===== src/rtl/pong_input_conditioner.sv =====
// Button conditioner for the pong core: per-pin synchroniser, shared debounce prescaler,
// per-button debounce counter and registered one-clock press/release pulses.
module pong_input_conditioner #(
    parameter int unsigned NUM_BTNS       = 6,
    parameter int unsigned SYNC_STAGES    = 2,
    parameter int unsigned TICK_DIV       = 25000,
    parameter int unsigned DEBOUNCE_TICKS = 8,
    parameter bit          ACTIVE_LOW     = 1'b0
) (
    input  logic                clk,
    input  logic                rst,
    input  logic                en,
    input  logic [NUM_BTNS-1:0] btn_pins,
    output logic [NUM_BTNS-1:0] btn_state,
    output logic [NUM_BTNS-1:0] btn_press,
    output logic [NUM_BTNS-1:0] btn_release,
    output logic                sample_tick
);

    localparam int unsigned PRESC_W = (TICK_DIV > 1) ? $clog2(TICK_DIV) : 1;
    localparam int unsigned CNT_W   = (DEBOUNCE_TICKS > 1) ? $clog2(DEBOUNCE_TICKS) : 1;

    localparam logic [PRESC_W-1:0] PRESC_MAX = PRESC_W'(TICK_DIV - 1);
    localparam logic [CNT_W-1:0]   CNT_MAX   = CNT_W'(DEBOUNCE_TICKS - 1);

    // ------------------------------------------------------------------
    // Synchroniser chains (run regardless of en)
    // ------------------------------------------------------------------
    logic [NUM_BTNS-1:0] sync_q [SYNC_STAGES];
    logic [NUM_BTNS-1:0] sync_out;

    always_ff @(posedge clk or posedge rst) begin
        if (rst) begin
            for (int i = 0; i < SYNC_STAGES; i++) begin
                sync_q[i] <= '0;
            end
        end else begin
            sync_q[0] <= btn_pins;
            for (int i = 1; i < SYNC_STAGES; i++) begin
                sync_q[i] <= sync_q[i-1];
            end
        end
    end

    // Normalise polarity so that 1 always means pressed downstream.
    assign sync_out = sync_q[SYNC_STAGES-1] ^ {NUM_BTNS{ACTIVE_LOW}};

    // ------------------------------------------------------------------
    // Shared sample prescaler
    // ------------------------------------------------------------------
    logic [PRESC_W-1:0] presc_q, presc_d;

    always_comb begin
        presc_d = presc_q;
        if (en) begin
            presc_d = (presc_q == PRESC_MAX) ? '0 : presc_q + PRESC_W'(1);
        end
    end

    always_ff @(posedge clk or posedge rst) begin
        if (rst) begin
            presc_q <= '0;
        end else begin
            presc_q <= presc_d;
        end
    end

    assign sample_tick = en & (presc_q == PRESC_MAX);

    // ------------------------------------------------------------------
    // Per-button debounce
    // ------------------------------------------------------------------
    logic [CNT_W-1:0]    cnt_q [NUM_BTNS];
    logic [CNT_W-1:0]    cnt_d [NUM_BTNS];
    logic [NUM_BTNS-1:0] state_q, state_d;
    logic [NUM_BTNS-1:0] press_q, press_d;
    logic [NUM_BTNS-1:0] release_q, release_d;

    always_comb begin
        state_d   = state_q;
        press_d   = '0;
        release_d = '0;
        for (int i = 0; i < NUM_BTNS; i++) begin
            cnt_d[i] = cnt_q[i];
        end
        if (sample_tick) begin
            for (int i = 0; i < NUM_BTNS; i++) begin
                if (sync_out[i] == state_q[i]) begin
                    // One agreeing sample discards any partial run.
                    cnt_d[i] = '0;
                end else if (cnt_q[i] == CNT_MAX) begin
                    state_d[i]   = ~state_q[i];
                    cnt_d[i]     = '0;
                    press_d[i]   = ~state_q[i];
                    release_d[i] = state_q[i];
                end else begin
                    cnt_d[i] = cnt_q[i] + CNT_W'(1);
                end
            end
        end
    end

    always_ff @(posedge clk or posedge rst) begin
        if (rst) begin
            for (int i = 0; i < NUM_BTNS; i++) begin
                cnt_q[i] <= '0;
            end
            state_q   <= '0;
            press_q   <= '0;
            release_q <= '0;
        end else begin
            for (int i = 0; i < NUM_BTNS; i++) begin
                cnt_q[i] <= cnt_d[i];
            end
            state_q   <= state_d;
            press_q   <= press_d;
            release_q <= release_d;
        end
    end

    assign btn_state   = state_q;
    assign btn_press   = press_q;
    assign btn_release = release_q;

`ifndef SYNTHESIS
    a_press_release_exclusive : assert property (
        @(posedge clk) disable iff (rst) (btn_press & btn_release) == '0);
    a_no_tick_when_disabled : assert property (
        @(posedge clk) disable iff (rst) !en |-> !sample_tick);
`endif

endmodule

===== config.mk =====
export PLATFORM = sky130hd
export DESIGN_NAME = pong_input_conditioner
export DESIGN_NICKNAME = d
export VERILOG_FILES = /design/src/rtl/pong_input_conditioner.sv
export SDC_FILE = /design/constraint.sdc
export NUM_CORES = 1
export LEC_CHECK = 0
export BUFFER_PORTS_ARGS = -buffer_cell sky130_fd_sc_hd__buf_2
export CORE_AREA = 2 2 78 80
export CTS_CLUSTER_SIZE = 14
export DETAILED_ROUTE_END_ITERATION = 8
export DIE_AREA = 0 0 80 82
export GPL_ROUTABILITY_DRIVEN = 0
export PLACE_DENSITY = 0.67
export SLEW_MARGIN = 20
export SYNTH_ARGS = -nofsm -noshare
export SYNTH_HDL_FRONTEND = slang
export SYNTH_SLANG_ARGS = --single-unit

===== constraint.sdc =====
create_clock -name clk -period 5.44 [get_ports clk]
set_input_delay 0.272 -clock clk [delete_from_list [all_inputs] [get_ports clk]]
set_output_delay 0.272 -clock clk [all_outputs]
set_load 0.005 [all_outputs]

==> results of run 1 <==
-- kinds of logic (layout without fill, tap and decap cells) --
family	count (synthesis)	in the layout	share of synthesized area [%]
AND/OR/NAND/NOR	110	110	23.0
flip-flops	63	63	57.6
XOR/XNOR	16	16	5.12
adder cells (fa/ha/maj)	13	13	5.94
multiplexers	11	11	4.98
AO/OA/AOI/OAI	8	8	1.78
buffers and inverters	8	47	1.64
-- state kept, by name, indices dropped and copies added, names as in the netlist --
register and cells:
presc_q 15, btn_release 6, cnt_q 18, btn_press 6, btn_state 6, sync_q 6
sync_out 6
-- worst max-delay path, stage by stage, from the launching register on --
cell	delay, ps
dfrtp_1	450
or4_4	590
nor4_4	260
buf_4	330
buf_2	170
-- layout make-up --
type                    instances  share of cell area, %
clock buffers                  11                   4.77
clock inverters                 5                   2.52
multi-input cells             158                   35.2
inverters                       2                  0.236
flip-flops and latches         63                   49.6
well taps                      75                   2.95
repair buffers                 29                   4.73
-- where the power goes --
part / leakage (uW) / total [uW] / internal, uW / switching [uW]
Clock: 0.000112 / 461 / 282 / 179
Sequential: 0.000836 / 508 / 487 / 21.5
Combinational: 0.000729 / 47.2 / 24.0 / 23.2
-- cell usage after synthesis, drive strengths merged --
cell type / n
o21a: 1
nand2: 41
nand2b: 1
xnor2: 9
and4: 1
and2: 1
dfrtp: 63
nor4: 2
and3: 4
nand4bb: 1
nand3: 17
or4: 3
nor3b: 12
nand3b: 5
or3: 3
or4bb: 1
a22o: 1
ha: 13
xor2: 7
nand4: 4
a21oi: 1
mux2: 9
buf: 5
nor2: 11
mux2i: 2
nand4b: 1
a31oi: 2
o21ai: 3
nor3: 2
inv: 2
clkbuf: 1
-- worst min-delay path by stage --
stage,endpoint,startpoint,slack [ps]
after floorplan,sync_q[10],btn_pins[4],300
after global placement,sync_out[1],sync_q[7],330
after detailed placement,sync_out[1],sync_q[7],340
after CTS,sync_q[6],btn_pins[0],30
after global routing,sync_q[10],btn_pins[4],30
final,sync_q[10],btn_pins[4],40
-- routing by layer --
| metal | track usage, % | vias up | wire length [um] |
|---|---|---|---|
| li1 | - | 862 | - |
| met1 | 18.8 | 824 | 2060 |
| met2 | 25.6 | 23 | 2010 |
| met3 | 3.63 | 8 | 136 |
| met4 | 7.63 | 0 | 76 |
| met5 | 0 | - | 0 |
-- per-stage QoR --
step	total power, uW	hold slack (ps)	utilization (%)	setup WS, ps	cell area, um2
4_1_cts	1030	25.7	55.3	3010	3180
3_5_place_dp	565	337	51.3	3180	2950
3_3_place_gp	563	332	51.3	3210	2950
5_1_grt	1060	28.7	55.3	2920	3180
2_1_floorplan	549	303	-	3470	2740
6_report	1020	44.7	55.3	3040	3180
==> results by group, run 1 <==
Yosys
  • Syn Std Cell Area: about 2700 um2
  • Post-synth top area share: a little under three fifths
  • Syn Area/Cell: 12.0 um2
  • Synth unique cells: 38
  • Cell count after synthesis: about 230
  • Synth warn: 0
  • Register area share after synthesis: 57.6%
  • Top cells by area, synth: dfrtp_1 58%, ha_1 5.9%, nand2_1 5.1%
  • Synth area leader: dfrtp_1
  • Flop and latch count out of synthesis: 63
  • Post-synth net total: approximately 250

Clock tree
  • Worst-path clk slew: 70 ps
  • CTS tree: built
  • H-tree depth: 3
  • CTS sink count: 63
  • Post-cts sizing count: 0
  • CTS buffer count: 9
  • Root Buffer: clkbuf_8
  • Clock Latency Late Sink: between 300 and 400 ps
  • # Post-CTS Setup Buffers: 0
  • Clock Tree Buf Depth: 2
  • Hold-fix buffers, CTS: 0

Route
  • Final wirelength: about 4.3 mm
  • WL per Instance: between 10 and 15 um
  • DRC Markers: 0
  • Via count: about 1,700
  • TritonRoute pass-1 iters: 4
  • ANT nets after route: 0
  • Starting DRT DRC Count: 100
  • Vias per Instance: roughly 5.0

Timing
  • Final Slew Violations: 0
  • Measured slew at the worst slew-check pin: 763 ps
  • Final setup viols: 0
  • Max-slew headroom: ~50%
  • Setup TNS: 0 ps
  • Fin crit period: 2400 ps
  • RSZ-0062 raised after global routing: false
  • Final Hold Viols: 0
  • Maximum clock frequency: between 0.4 and 0.5 GHz
  • Final Cycle Share: 44.2%
  • Worst clock skew: 7.17 ps

Floorplanning
  • Starting Density: between 40% and 50%
  • Total die area: 6560 um2
  • Placement Rows: 28
  • IO Count: 28
  • DIE WIDTH: ~80 um
  • Die H: between 80 and 90 um
  • Core area: 5750 um2

Worst hold path
  • HP Class: in -> reg
  • Cell count of the worst hold path: 1

Finish
  • Fillers: between 400 and 500
  • Antenna diode count: 0
  • Area added between synthesis and finish: 16.0%
  • Final cell count without fillers: around 340
  • Commonest non-fill, non-tap cells in the layout: 63 x dfrtp_1, 37 x nand2_1, 27 x buf_2
  • Share of cells above drive strength 1: 22.8%
  • Commonest non-fill, non-tap cell in the layout: dfrtp_1
  • Multi-input gate area: ~1100 um2
  • Area of all sequential standard cells: between 1500 and 2000 um2
  • Nets: between 200 and 300

Setup path
  • Startpoint types: register
  • Worst-case reg-to-reg path depth: 3
  • Reg-to-reg endpoint: cnt_q[3]
  • Worst R2R Start: presc_q[10]
  • CP Data Arrival Time: 2130 ps
  • CP max FO: 21
  • Worst Setup SP: presc_q[6]
  • Worst Setup EP: sample_tick
  • Crit Path Class: reg -> out
  • Internal reg-to-reg setup slack: about 3200 ps
  • Worst endpoint required time: approximately 5200 ps
  • CP Capture Type: output pin

Global route
  • Initial antenna violation count: 0
  • Gr usage total: about 15%
  • First-pass GRT wire length: roughly 7.7 mm
  • Vias in the first global route: around 1,700
  • Total global routing overflow: 0
  • Largest net degree at the start of global routing: 64

Placement
  • DP HPWL: approximately 3 mm
  • IO Port Bufs: 27
  • Placed insts: approximately 330

Status
  • Status: completed

Power
  • Leakage: ~0.0017 uW
  • Worst vdd ir: 0.231 mV
  • P per Cell Area: between 300 and 400 nW/um2

Run
  • Max capacitance violation total: 0
No activity file was read; power rests on OpenSTA's default activity.
==> run 2: changes to the inputs <==
--- a/config.mk
+++ b/config.mk
@@ -11,7 +11,7 @@
 export DETAILED_ROUTE_END_ITERATION = 8
 export DIE_AREA = 0 0 80 82
 export GPL_ROUTABILITY_DRIVEN = 0
-export PLACE_DENSITY = 0.67
+export PLACE_DENSITY = 0.7
 export SLEW_MARGIN = 20
 export SYNTH_ARGS = -nofsm -noshare
 export SYNTH_HDL_FRONTEND = slang
==> constraint.sdc (replaced) <==
create_clock -name clk -period 2.1 [get_ports clk]
set_input_delay 0.105 -clock clk [delete_from_list [all_inputs] [get_ports clk]]
set_output_delay 0.105 -clock clk [all_outputs]
set_load 0.005 [all_outputs]
==> results by group, run 2 (same netlist as run 1, synthesis figures left out) <==
Global route
  • Total global routing overflow: 0 (unchanged)
  • First-pass GRT wire length: 8.38 mm (was 7.67 mm)
  • Vias in the first global route: 1,886 (was 1,729)
  • Gr usage total: 16.9% (was 15.4%)
  • Initial antenna violation count: 0 (unchanged)
  • Largest net degree at the start of global routing: 39 (was 64)

Finish
  • Area added between synthesis and finish: 26.2% (was 16.0%)
  • Share of cells above drive strength 1: 28.7% (was 22.8%)
  • Antenna diode count: 0 (unchanged)
  • Commonest non-fill, non-tap cells in the layout: 63 x dfrtp_1, 37 x nand2_1, 26 x buf_2 (was 63 x dfrtp_1, 37 x nand2_1, 27 x buf_2)
  • Number of flip-flops in the largest register: 18 (unchanged)
  • Commonest non-fill, non-tap cell in the layout: dfrtp_1 (unchanged)
  • Nets: 317 (was 285)
  • Reg with most FFs: cnt_q (unchanged)
  • Top flop regs: cnt_q (18), presc_q (15) (unchanged)
  • Final cell count without fillers: 375 (was 343)
  • Fin area: 3460 um2 (was 3180 um2)

Route
  • Final wirelength: 4.85 mm (was 4.29 mm)
  • WL per Instance: 12.9 um (was 12.5 um)
  • Vias per Instance: 4.99 (was 5.01)
  • Via count: 1,870 (was 1,717)
  • TritonRoute pass-1 iters: 4 (unchanged)
  • DRC Markers: 0 (unchanged)
  • Starting DRT DRC Count: 82 (was 100)
  • ANT nets after route: 0 (unchanged)

Timing
  • Final Slew Violations: 0 (unchanged)
  • Measured slew at the worst slew-check pin: 458 ps (was 763 ps)
  • Setup TNS: 0 ps (unchanged)
  • Maximum clock frequency: 0.487 GHz
  • Final Hold Viols: 0 (unchanged)
  • Final setup viols: 0 (unchanged)
  • Fin crit period: 2050 ps
  • Max-slew headroom: 69.5% (was 49.1%)
  • Worst clock skew: 5.32 ps (was 7.17 ps)
  • Final Cycle Share: ~98%
  • RSZ-0062 raised after global routing: true (was false)

Clock tree
  • CTS buffer count: 9 (unchanged)
  • Clock Latency Late Sink: 340 ps (was 330 ps)
  • CTS tree: built (unchanged)
  • CTS sink count: 63 (unchanged)
  • Worst-path clk slew: 70 ps (about the same)
  • Root Buffer: clkbuf_8 (unchanged)
  • H-tree depth: 3 (unchanged)
  • Clock Tree Buf Depth: 2 (unchanged)

Status
  • Status: completed (unchanged)

Floorplanning
  • Die H: 82 um (unchanged)
  • DIE WIDTH: 80 um (unchanged)
  • Core area: 5750 um2 (unchanged)
  • Placement Rows: 28 (unchanged)
  • Starting Density: 47.7% (unchanged)
  • Total die area: 6560 um2 (unchanged)
  • IO Count: 28 (unchanged)

Power
  • Worst vdd ir: 0.454 mV (was 0.231 mV)
  • Switch Pwr: 609 uW (was 223 uW)
  • Leakage: 0.00184 uW (was 0.00168 uW)
  • P per Cell Area: 772 nW/um2 (was 320 nW/um2)
  • Internal power: 2060 uW (was 793 uW)
  • Seq pwr share: 48.7% (was 50.0%)
  • Clock power share: 44.8% (was 45.3%)
  • Gate power share: 6.5% (was 4.6%)
  • Sw frac: 22.8% (was 22.0%)

Setup path
  • Crit Path Class: reg -> reg (was reg -> out)
  • CP Data Arrival Time: 2280 ps (was 2130 ps)
  • Worst R2R Start: presc_q[11] (was presc_q[10])
  • Startpoint types: register (unchanged)
  • CP dominant cell by count: buf_4
  • Slowest-stage cell, CP: or4_4 (unchanged)
  • CP max FO: 4 (was 21)
  • CP max stage delay: 560 ps (was 590 ps)
  • CP Capture Type: register (was output pin)
  • Internal reg-to-reg setup slack: 50 ps (was 3190 ps)
  • Worst endpoint required time: 2330 ps (was 5170 ps)
  • CP Cell Sequence: or4_4, nor4_4, buf_4, buf_4, nand2_4, mux2_4 (was or4_4, nor4_4, buf_4, buf_2)
  • Worst Setup SP: presc_q[11] (was presc_q[6])

Placement
  • DP HPWL: 3.37 mm (was 2.92 mm)
  • Post-Place Cell Area: 3090 um2 (was 2950 um2)
  • IO Port Bufs: 27 (unchanged)
  • Placed insts: 345 (was 327)

Worst hold path
  • Hold Crit Start: en (was btn_pins[4])
  • HP Class: in -> reg (unchanged)

Run
  • Max capacitance violation total: 0 (unchanged)
[run 2: worst max-delay path: cells and delay by family (launching register included)]
kind,cells,cell delay (ps)
buf+inv,2,360
flops,1,380
mux,1,290
simple gates,3,920
[run 2: routing by layer]
layer  part of all wire, %  global-route usage [%]
met1                    45                    19.6
met2                    50                    28.8
met3                   3.6                    5.93
met4                   1.3                    6.61
met5                     0                       0
[run 2: repair_timing]
item	in CTS	in global routing
setup buffers	1	6
pin swaps	1	2
gates resized for setup	0	2
hold endpoints to repair	69	0
hold buffers	7	0
endpoints found under the setup margin	5	1
[run 2: worst paths after layout]
kind	end	cells past startpoint
max in group asynchronous	btn_press[2]	4
max	btn_state[2]	6
max reg2reg	btn_state[2]	6
min in group asynchronous	cnt_q[12]	4
min reg2reg	sync_out[0]	0
min	cnt_q[12]	4
[run 2: cell type report]
type	instances	area, um2
sequential	63	1580
fill	480	2290
inverter	2	7.51
clock buffer	10	138
multi-input combinational	158	1120
tap	75	93.8
clock inverter	6	92.6
timing repair buffer	61	430
[run 2: per-stage QoR]
stage | util, % | hold slack, ps | worst slack (ps) | total power [uW]
CTS | 59.2 | 192 | 46.1 | 2690
detailed placement | 53.8 | 187 | -27.0 | 1490
floorplan | - | 136 | 135 | 1420
global placement | 53.8 | 184 | 17.9 | 1480
global route | 60.1 | 222 | -17.7 | 2780
finish | 60.1 | 208 | 48.2 | 2670
[run 2: power groups by stage]
stage          clock network (uW)  registers, uW  logic (uW)
6_report                     1190           1300         175
5_1_grt                      1270           1310         199
4_1_cts                      1220           1300         176
3_5_place_dp                    0           1320         165
3_3_place_gp                    0           1320         163
2_1_floorplan                   0           1320        98.0
==> run 3: changes to the inputs <==
--- a/config.mk
+++ b/config.mk
@@ -5,13 +5,14 @@
 export SDC_FILE = /design/constraint.sdc
 export NUM_CORES = 1
 export LEC_CHECK = 0
+export ABC_AREA = 1
 export BUFFER_PORTS_ARGS = -buffer_cell sky130_fd_sc_hd__buf_2
-export CORE_AREA = 2 2 78 80
+export CORE_AREA = 2 2 80 82
 export CTS_CLUSTER_SIZE = 14
 export DETAILED_ROUTE_END_ITERATION = 8
-export DIE_AREA = 0 0 80 82
+export DIE_AREA = 0 0 82 84
 export GPL_ROUTABILITY_DRIVEN = 0
-export PLACE_DENSITY = 0.7
+export PLACE_DENSITY = 0.71
 export SLEW_MARGIN = 20
 export SYNTH_ARGS = -nofsm -noshare
 export SYNTH_HDL_FRONTEND = slang
==> results by group, run 3 <==
Status
  • Status: completed (unchanged)

Clock tree
  • Clock Tree Buf Depth: 2 (unchanged)
  • H-tree depth: 3 (unchanged)
  • CTS tree: built (unchanged)
  • Clock Latency Late Sink: 330 ps (was 340 ps)
  • CTS buffer count: 9 (unchanged)
  • Root Buffer: clkbuf_8 (unchanged)
  • Worst-path clk slew: 60 ps (was 70 ps)
  • CTS sink count: 63 (unchanged)
  • Hold-fix buffers, CTS: 7 (unchanged)
  • # Post-CTS Setup Buffers: 0 (was 1)
  • Post-cts sizing count: 0 (unchanged)

Floorplanning
  • Die H: 84 um (was 82 um)
  • Total die area: 6890 um2 (was 6560 um2)
  • IO Count: 28 (unchanged)
  • Starting Density: 48.4% (was 47.7%)
  • Placement Rows: 29 (was 28)
  • DIE WIDTH: 82 um (was 80 um)
  • Core area: 6100 um2 (was 5750 um2)

Finish
  • Number of flip-flops in the largest register: 18 (unchanged)
  • Fillers: 547 (was 480)
  • Reg with most FFs: cnt_q (unchanged)
  • Area added between synthesis and finish: 18.3% (was 26.2%)
  • Top flop regs: cnt_q (18), presc_q (15) (unchanged)
  • Antenna diode count: 0 (unchanged)
  • Area of all sequential standard cells: 1580 um2 (unchanged)
  • Commonest non-fill, non-tap cell in the layout: nand2_1 (was dfrtp_1)
  • Nets: 404 (was 317)
  • Share of cells above drive strength 1: 16.0% (was 28.7%)
  • Commonest non-fill, non-tap cells in the layout: 100 x nand2_1, 63 x dfrtp_1, 44 x nor2_1 (was 63 x dfrtp_1, 37 x nand2_1, 26 x buf_2)
  • Multi-input gate area: 1170 um2 (was 1120 um2)

Route
  • WL per Instance: 11.8 um (was 12.9 um)
  • Via count: 2,227 (was 1,870)
  • DRC Markers: 0 (unchanged)
  • Starting DRT DRC Count: 128 (was 82)
  • Vias per Instance: 4.80 (was 4.99)
  • ANT nets after route: 0 (unchanged)
  • Final wirelength: 5.47 mm (was 4.85 mm)
  • TritonRoute pass-1 iters: 4 (unchanged)

Yosys
  • Cell count after synthesis: 336 (was 229)
  • Post-synth net total: 358 (was 251)
  • Register area share after synthesis: 53.5% (was 57.6%)
  • Synth area leader: dfrtp_1 (unchanged)
  • Flop and latch count out of synthesis: 63 (unchanged)
  • Number of synthesized flops with an enable pin: 0 (unchanged)
  • Ys flop type: dfrtp_1 (unchanged)
  • Syn Area/Cell: 8.78 um2 (was 12.0 um2)
  • Synth cell count leaders: 100 x nand2_1, 63 x dfrtp_1, 44 x nor2_1 (was 63 x dfrtp_1, 37 x nand2_1, 17 x nand3_1)
  • Top-count cell post-synth: nand2_1 (was dfrtp_1)
  • Top cells by area, synth: dfrtp_1 53%, nand2_1 13%, nor2_1 5.6% (was dfrtp_1 58%, ha_1 5.9%, nand2_1 5.1%)
  • Synth unique cells: 20 (was 38)
  • Synth warn: 0 (unchanged)
  • Post-synth top area share: 53.5% (was 57.6%)
  • Syn Std Cell Area: 2950 um2 (was 2740 um2)
  • Post-synth ARST share: 100% (unchanged)

Global route
  • Largest net degree at the start of global routing: 42 (was 39)
  • Gr usage total: 18.6% (was 16.9%)
  • Initial antenna violation count: 0 (unchanged)
  • Vias in the first global route: 2,209 (was 1,886)
  • Total global routing overflow: 0 (unchanged)
  • First-pass GRT wire length: 9.83 mm (was 8.38 mm)

Setup path
  • CP Data Arrival Time: 1690 ps (was 2280 ps)
  • Worst Setup SP: presc_q[0] (was presc_q[11])
  • CP max FO: 4 (unchanged)
  • CP Capture Type: output pin (was register)
  • Worst R2R Start: presc_q[0] (was presc_q[11])
  • Worst endpoint required time: 2000 ps (was 2330 ps)
  • Startpoint types: register (unchanged)
  • Crit Path Class: reg -> out (was reg -> reg)

Timing
  • RSZ-0062 raised after global routing: false (was true)
  • Final setup viols: 0 (unchanged)
  • Maximum clock frequency: 0.559 GHz (was 0.487 GHz)
  • Fin crit period: 1790 ps (was 2050 ps)
  • Final Slew Violations: 0 (unchanged)
  • Min Hold Slack: 164 ps (was 208 ps)
  • Max-slew headroom: 65.7% (was 69.5%)
  • Final Cycle Share: 85.3% (was 97.7%)
  • Setup ws final: 309 ps (was 48.2 ps)
  • Final Hold Viols: 0 (unchanged)
  • Measured slew at the worst slew-check pin: 513 ps (was 458 ps)
  • Worst clock skew: 5.31 ps (was 5.32 ps)
  • Setup TNS: 0 ps (unchanged)

Power
  • Worst vdd ir: 0.584 mV (was 0.454 mV)
  • Sw frac: 27.5% (was 22.8%)
  • Switch Pwr: 784 uW (was 609 uW)
  • Gate power share: 12.9% (was 6.5%)
  • P per Cell Area: 818 nW/um2 (was 772 nW/um2)
  • Seq pwr share: 49.1% (was 48.7%)
  • Internal power: 2070 uW (was 2060 uW)
  • Clock power share: 38.0% (was 44.8%)
  • Leakage: 0.00201 uW (was 0.00184 uW)

Placement
  • IO Port Bufs: 27 (unchanged)
  • Worst Setup Slack post-DPL: 503 ps (was -27.0 ps)
  • DP HPWL: 3.86 mm (was 3.37 mm)

Worst hold path
  • HP Class: in -> reg (unchanged)
  • Hold Crit Start: en (unchanged)

Run
  • Max capacitance violation total: 0 (unchanged)
run 3: stage by stage:
| step | area (um2) | util, % | cells | power [uW] |
|---|---|---|---|---|
| finish | 3490 | 57.2 | 464 | 2850 |
| global route | 3490 | 57.2 | 464 | 3020 |
| CTS | 3490 | 57.2 | 464 | 2890 |
| detailed placement | 3210 | 52.7 | 441 | 1780 |
| global placement | 3210 | 52.7 | 441 | 1770 |
| floorplan | 2950 | - | 336 | 1690 |
run 3: layout make-up:
cell class	count	area share, %
inverter	44	4.73
tap	77	2.76
timing repair buffer	41	7.74
clock inverter	3	1.15
sequential	63	45.2
multi-input combinational	223	33.6
clock buffer	13	4.84
run 3: per-layer routing:
metal  part of all wire [%]  wire (um)  up-vias  track usage (%)
met4                    1.4         78        0             8.03
met3                    3.1        169        8             3.79
met2                     49       2680       34             29.5
met5                      0          0        -                0
li1                       -          -     1143                -
met1                     46       2540     1042             24.4
run 3: worst max-delay path: stages (launching register included):
cell	delay [ps]
dfrtp_1	390
ha_1	200
inv_1	70
nor2_1	90
nand4_1	80
nor2_1	160
buf_4	170
nand2_1	50
inv_1	40
buf_2	100
run 3: logic make-up (layout without fill, tap and decap cells):
logic type	after synthesis	after routing	share of synthesized area [%]
and+or+nand+nor	194	194	30.5
DFF	63	63	53.5
buffers and inverters	50	101	6.79
adders and majority gates	13	13	5.52
AOI/OAI and AO/OA	8	8	1.40
xor gates and xnor gates	8	8	2.38
run 3: path summary, 6_finish.rpt:
check	cells past startpoint	endpoint	slack (ps)
max in group asynchronous	4	cnt_q[0]	1160
max reg2reg	9	presc_q[11]	520
min	3	presc_q[1]	160
min reg2reg	0	sync_out[5]	350
max	9	sample_tick	310
min in group asynchronous	3	sync_q[6]	350
run 3: power by group through the flow:
stage | Combinational [uW] | Sequential (uW) | Clock (uW)
2_1_floorplan | 304 | 1380 | 0
3_3_place_gp | 350 | 1420 | 0
3_5_place_dp | 357 | 1420 | 0
4_1_cts | 371 | 1400 | 1120
5_1_grt | 435 | 1410 | 1170
6_report | 368 | 1400 | 1090
